`src/rtl/sdram_pkg.sv`:
```
// Command and FSM encodings shared by the SDRAM arbiter and the SDRAM engine.
package sdram_pkg;

  typedef enum logic [1:0] {
    OP_READ    = 2'd0,
    OP_WRITE   = 2'd1,
    OP_REFRESH = 2'd2,
    OP_VIDEO   = 2'd3
  } cmd_op_e;

  typedef enum logic [1:0] {
    ST_IDLE  = 2'd0,
    ST_ISSUE = 2'd1,
    ST_WAIT  = 2'd2
  } arb_state_e;

  localparam int REF_PEND_W = 3;
  localparam logic [REF_PEND_W-1:0] REF_PEND_MAX = '1;

endpackage

```
`src/rtl/sdram_refresh_tmr.sv`:
```
// Free-running refresh timer with a saturating pending-refresh counter.
// A wrap and a grant landing on the same edge cancel each other out.
module sdram_refresh_tmr
  import sdram_pkg::*;
#(
  parameter int REF_PERIOD = 780
) (
  input  logic                  clock,
  input  logic                  reset_n,
  input  logic                  ref_grant_i,
  output logic [REF_PEND_W-1:0] ref_pend_o,
  output logic                  ref_overrun_o
);

  localparam int TMR_W = (REF_PERIOD > 1) ? $clog2(REF_PERIOD) : 1;
  localparam logic [TMR_W-1:0] TMR_LAST = TMR_W'(REF_PERIOD - 1);

  logic [TMR_W-1:0]      timer_q, timer_d;
  logic [REF_PEND_W-1:0] pend_q, pend_d;
  logic                  overrun_q, overrun_d;
  logic                  wrap;

  always_comb begin
    wrap      = (timer_q == TMR_LAST);
    timer_d   = wrap ? '0 : timer_q + 1'b1;
    pend_d    = pend_q;
    overrun_d = overrun_q;
    if (wrap && !ref_grant_i) begin
      if (pend_q == REF_PEND_MAX) overrun_d = 1'b1;
      else                        pend_d    = pend_q + 1'b1;
    end else if (!wrap && ref_grant_i) begin
      pend_d = pend_q - 1'b1;
    end
  end

  always_ff @(posedge clock or negedge reset_n) begin
    if (!reset_n) begin
      timer_q   <= '0;
      pend_q    <= '0;
      overrun_q <= 1'b0;
    end else begin
      timer_q   <= timer_d;
      pend_q    <= pend_d;
      overrun_q <= overrun_d;
    end
  end

  assign ref_pend_o    = pend_q;
  assign ref_overrun_o = overrun_q;

endmodule

```
`src/rtl/sdram_arb.sv`:
```
// Three-way SDRAM arbiter (refresh > starved CPU > video > CPU) feeding a
// valid/ready command port; one command in flight, held until cmd_done.
module sdram_arb
  import sdram_pkg::*;
#(
  parameter int ADDR_W      = 26,
  parameter int DATA_W      = 16,
  parameter int REF_PERIOD  = 780,
  parameter int CPU_MAXWAIT = 4
) (
  input  logic              clock,
  input  logic              reset_n,
  input  logic              vid_req,
  input  logic [ADDR_W-1:0] vid_addr,
  output logic              vid_ack,
  input  logic              cpu_req,
  input  logic              cpu_we,
  input  logic [ADDR_W-1:0] cpu_addr,
  input  logic [DATA_W-1:0] cpu_data,
  output logic              cpu_ack,
  output logic              cmd_valid,
  input  logic              cmd_ready,
  output logic [1:0]        cmd_op,
  output logic [ADDR_W-1:0] cmd_addr,
  output logic [DATA_W-1:0] cmd_data,
  input  logic              cmd_done,
  output logic              busy,
  output logic              ref_overrun
);

  localparam int WAIT_W = (CPU_MAXWAIT > 0) ? $clog2(CPU_MAXWAIT + 1) : 1;
  localparam logic [WAIT_W-1:0] WAIT_MAX = WAIT_W'(CPU_MAXWAIT);

  arb_state_e            state_q;
  cmd_op_e               cmd_op_q;
  logic                  cmd_valid_q;
  logic [ADDR_W-1:0]     cmd_addr_q;
  logic [DATA_W-1:0]     cmd_data_q;
  logic                  vid_ack_q, cpu_ack_q;
  logic [WAIT_W-1:0]     wait_q, wait_d;
  logic [REF_PEND_W-1:0] ref_pend;
  logic                  idle, cpu_starved, gnt_ref, gnt_cpu, gnt_vid;

  sdram_refresh_tmr #(
    .REF_PERIOD (REF_PERIOD)
  ) u_tmr (
    .clock         (clock),
    .reset_n       (reset_n),
    .ref_grant_i   (gnt_ref),
    .ref_pend_o    (ref_pend),
    .ref_overrun_o (ref_overrun)
  );

  assign idle        = (state_q == ST_IDLE);
  assign cpu_starved = cpu_req && (wait_q == WAIT_MAX);
  assign gnt_ref     = idle && (ref_pend != '0);
  assign gnt_cpu     = idle && !gnt_ref && cpu_req && (cpu_starved || !vid_req);
  assign gnt_vid     = idle && !gnt_ref && !cpu_starved && vid_req;

  // Starvation count only tracks a CPU request that is still being held.
  always_comb begin
    wait_d = wait_q;
    if (!cpu_req || gnt_cpu) wait_d = '0;
    else if (gnt_vid && (wait_q != WAIT_MAX)) wait_d = wait_q + 1'b1;
  end

  always_ff @(posedge clock or negedge reset_n) begin
    if (!reset_n) begin
      state_q     <= ST_IDLE;
      cmd_valid_q <= 1'b0;
      cmd_op_q    <= OP_READ;
      cmd_addr_q  <= '0;
      cmd_data_q  <= '0;
      vid_ack_q   <= 1'b0;
      cpu_ack_q   <= 1'b0;
      wait_q      <= '0;
    end else begin
      vid_ack_q <= 1'b0;
      cpu_ack_q <= 1'b0;
      wait_q    <= wait_d;
      case (state_q)
        ST_IDLE: begin
          if (gnt_ref || gnt_cpu || gnt_vid) begin
            state_q     <= ST_ISSUE;
            cmd_valid_q <= 1'b1;
            cmd_addr_q  <= '0;
            cmd_data_q  <= '0;
            if (gnt_ref) begin
              cmd_op_q <= OP_REFRESH;
            end else if (gnt_cpu) begin
              cmd_op_q   <= cpu_we ? OP_WRITE : OP_READ;
              cmd_addr_q <= cpu_addr;
              if (cpu_we) cmd_data_q <= cpu_data;
              cpu_ack_q  <= 1'b1;
            end else begin
              cmd_op_q   <= OP_VIDEO;
              cmd_addr_q <= vid_addr;
              vid_ack_q  <= 1'b1;
            end
          end
        end
        ST_ISSUE: begin
          if (cmd_ready) begin
            state_q     <= ST_WAIT;
            cmd_valid_q <= 1'b0;
          end
        end
        ST_WAIT: begin
          if (cmd_done) state_q <= ST_IDLE;
        end
        default: begin
          state_q     <= ST_IDLE;
          cmd_valid_q <= 1'b0;
        end
      endcase
    end
  end

  assign busy      = (state_q != ST_IDLE);
  assign cmd_valid = cmd_valid_q;
  assign cmd_op    = cmd_op_q;
  assign cmd_addr  = cmd_addr_q;
  assign cmd_data  = cmd_data_q;
  assign vid_ack   = vid_ack_q;
  assign cpu_ack   = cpu_ack_q;

endmodule
```
`config.mk`:
```
export PLATFORM = sky130hd
export DESIGN_NAME = sdram_arb
export DESIGN_NICKNAME = d
export VERILOG_FILES = /design/src/rtl/sdram_pkg.sv /design/src/rtl/sdram_refresh_tmr.sv /design/src/rtl/sdram_arb.sv
export SDC_FILE = /design/constraint.sdc
export NUM_CORES = 1
export LEC_CHECK = 0
export CORE_MARGIN = 8
export CORE_UTILIZATION = 35
export CTS_CLUSTER_SIZE = 16
export DETAILED_ROUTE_END_ITERATION = 8
export PLACE_DENSITY = 0.79
export SLEW_MARGIN = 25
export SYNTH_ARGS = -nofsm -noshare
export SYNTH_HDL_FRONTEND = slang
export SYNTH_HIERARCHICAL = 1
export SYNTH_SLANG_ARGS = --single-unit
```
`constraint.sdc`:
```
create_clock -name clock -period 7.8 [get_ports clock]
set_input_delay 1.56 -clock clock [delete_from_list [all_inputs] [get_ports clock]]
set_output_delay 1.56 -clock clock [all_outputs]
set_load 0.03 [all_outputs]
```
==> results.cfg <==
[status]
status = finished clean

[logic_synthesis]
synth-main-ff-cell = dfrtp_1
yosys.area_share.adder_pct = 1.941
ys_types = 47
synth_top_cell_by_area = dfrtp_1
ys_async_sr_fraction_pct = 100.0
ys_top_cells_by_count = dfrtp_1, nor2_1, a221oi_1, nand2_1, a22o_1
synth_top_area_share_pct = 55.70
yosysMostFrequentCell = dfrtp_1
synth_compound_area_share_pct = 17.76
synth_edf_count = 0
synth_area_um2 = 2965
yosysWarnings = 6
ys_ff_latch = 66
synth_mux_area_share_pct = 0.3376
syn_inst = 276
ys_top_cells_by_area = dfrtp_1, a221oi_1, nor2_1
synth_top_family_by_area = simple AND/OR/NAND/NOR gates
synth_simple_gate_area_share_pct = 17.85
synth_xor_area_share_pct = 2.068
seq_area_frac_synth_pct = 55.70
syn_nets = 355
avgSynthCellArea_um2 = 10.74

[power_and_ir_drop]
power.internal_mw = 0.9000
p_sw_share_pct = 41.25
combinationalPowerShare_pct = 47.5
vdd_drop_max_mv = 0.1293
p_switching_mw = 0.6319
p_per_area_nw_per_um2 = 343.1
power_frac_clock_pct = 19.0
seq_power_share_pct = 33.5
power.leakage_nw = 1.827

[timing]
tns_ps = 0
relSlewSlack_pct = 43.73
worst_slew_pin_slew_ps = 844.1
finClkSkew_ps = 10.68
hold_viol = 0
rsz0062_at_grt = false
max_freq_mhz = 293.5
period_share_pct = 43.68
min_period_ps = 3407
setup_viol = 0
slew_viol_final = 0

[worst_setup_path]
worstSetupPathType = input port to register
cp-start-kind = input port
worstRegToRegCells = 7
worstPathRequired_ps = 8050
worstSetupEndpointType = register
startpoint = vid_req
timing.rr.end = u_tmr/ref_pend_o[1]
critical_path.endpoint = cmd_addr[14]
r2r_setup_slack_ps = 4770
r2r_start = u_tmr/ref_pend_o[1]
worst-path-max-fanout = 26
crit_arrival_ps = 3660

[placed_design]
portBuffers = 123
dpl.cell_count = 492
dp_hpwl_mm = 6.379
placed_area_um2 = 4262
routabilityCongestion = 0.7902

[job]
drv_cap = 0

[routing]
routed_wl_mm = 8.787
wire_per_inst_um = 17.30
ant_nets = 0
first_pass_iters = 4
vias = 2608
initialDrtViolationCount = 115
drcViolationCount = 0
viasPerCell = 5.134

[clock_tree]
cts_hold_buf = 0
ctsHtreeMaxLevel = 3
cts-resized-gates = 0
cts_inserted_buffers = 9
cts_setup_buffers = 0
cts-root-buf = clkbuf_8
clockBufferDepth = 2
cts.sinks = 66
clk_latency_ps = 340
clk_pin_slew_ps = 80
cts_tree = yes

[floorplanning]
row_count = 33
die_height_um = 108.0
dieArea_um2 = 11670
initial_core_util_pct = 36.09
io_pins = 124
die_w_um = 108.0
core_area_um2 = 8217

[layout]
insertedDiodeCount = 0
final_area_um2 = 4464
drive_gt1_share_pct = 7.940
fill_cells = 719
areaGrowthSynthToFinish_pct = 50.55
nets = 477
final_cells = 508

[hold_path]
holdPathStages = 2
min_path_type = register to register

[global_routing]
overflow = 0
grt_use_total_pct = 14.94
grt_pass1_vias = 2688
grt_max_degree = 67
antenna_found_initial = 0
grt_pass1_wl_mm = 13.78
-- per-stage QoR --
stage	hold slack (ps)	utilization, %	power, mW	worst slack, ps
after floorplan	447.6	-	0.9378	5056
final	487.9	54.33	1.532	4393
after CTS	493.7	54.33	1.556	4393
after global routing	522.0	54.33	1.629	4259
after global placement	458.6	51.64	1.235	4072
after detailed placement	470.4	51.87	1.254	4059
-- state kept, by name, summed over array words and instances, names as in the netlist --
register and flops:
wait_q 3, cmd_data 16, cmd_op 2, vid_ack 1, cpu_ack 1, cmd_addr 26, state_q 2, u_tmr/ref_overrun_o 1
u_tmr/timer_q 10, cmd_valid 1, u_tmr/ref_pend_o 3
-- power groups by stage --
| stage | logic (mW) | registers, mW | clock network [mW] |
|---|---|---|---|
| floorplan | 0.235 | 0.703 | 0 |
| global placement | 0.720 | 0.515 | 0 |
| detailed placement | 0.735 | 0.519 | 0 |
| CTS | 0.738 | 0.514 | 0.304 |
| global route | 0.783 | 0.525 | 0.321 |
| finish | 0.728 | 0.513 | 0.291 |
-- cell usage in the layout (no fill, tap or decap), types with 3 or more instances in the layout --
cell             Yosys  routed
nand3_1              6       6
a221oi_1            28      28
buf_4                2       3
or3_1                3       3
clkbuf_8             0      10
ha_1                 3       3
a22o_1              16      16
o21ai_0              4       4
xnor2_1              4       4
a21oi_1              6       6
dfrtp_1             66      66
nor2_1              64      64
nand2_1             18      18
clkdlybuf4s50_1      0     122
xor2_1               3       3
inv_1                6       6
-- worst min path at each step --
stage / end / from / slack, ps
2_1_floorplan: u_tmr/timer_q[0] / u_tmr/timer_q[0] / 450
3_3_place_gp: u_tmr/ref_overrun_o / u_tmr/ref_overrun_o / 460
3_5_place_dp: cmd_valid / cmd_valid / 470
4_1_cts: cmd_valid / cmd_valid / 490
5_1_grt: u_tmr/ref_overrun_o / u_tmr/ref_overrun_o / 520
6_report: cmd_op[0] / cmd_op[0] / 490
-- critical path, cell delays in order --
cell and delay, ps:
clkdlybuf4s50_1 480, nor2_1 310, a21o_1 630, buf_4 400, a221oi_1 80, nor2_1 180
-- routing by layer --
metal / track usage (%) / share of wire [%] / vias to the layer above
met3: 6.722 / 10 / 6
met2: 24.11 / 46 / 108
met5: 0 / 0 / -
li1: - / - / 1242
met1: 17.74 / 44 / 1252
met4: 3.667 / 0.68 / 0
-- cell families after synthesis --
| kind of cell | count (synthesis) |
|---|---|
| muxes | 1 |
| DFF | 66 |
| and+or+nand+nor | 112 |
| xor gates and xnor gates | 7 |
| AOI/OAI and AO/OA | 64 |
| buffers and inverters | 22 |
| adders and majority gates | 4 |
-- final cells by class --
| type | count | area, um2 | share of cell area, % |
|---|---|---|---|
| sequential | 66 | 1652 | 37.00 |
| clock inverter | 6 | 65.06 | 1.457 |
| timing repair buffer | 126 | 1249 | 27.97 |
| multi-input combinational | 188 | 1204 | 26.96 |
| tap | 105 | 131.4 | 2.943 |
| clock buffer | 10 | 137.6 | 3.083 |
| inverter | 7 | 26.28 | 0.5886 |
Power figures use the tool's default switching activity.
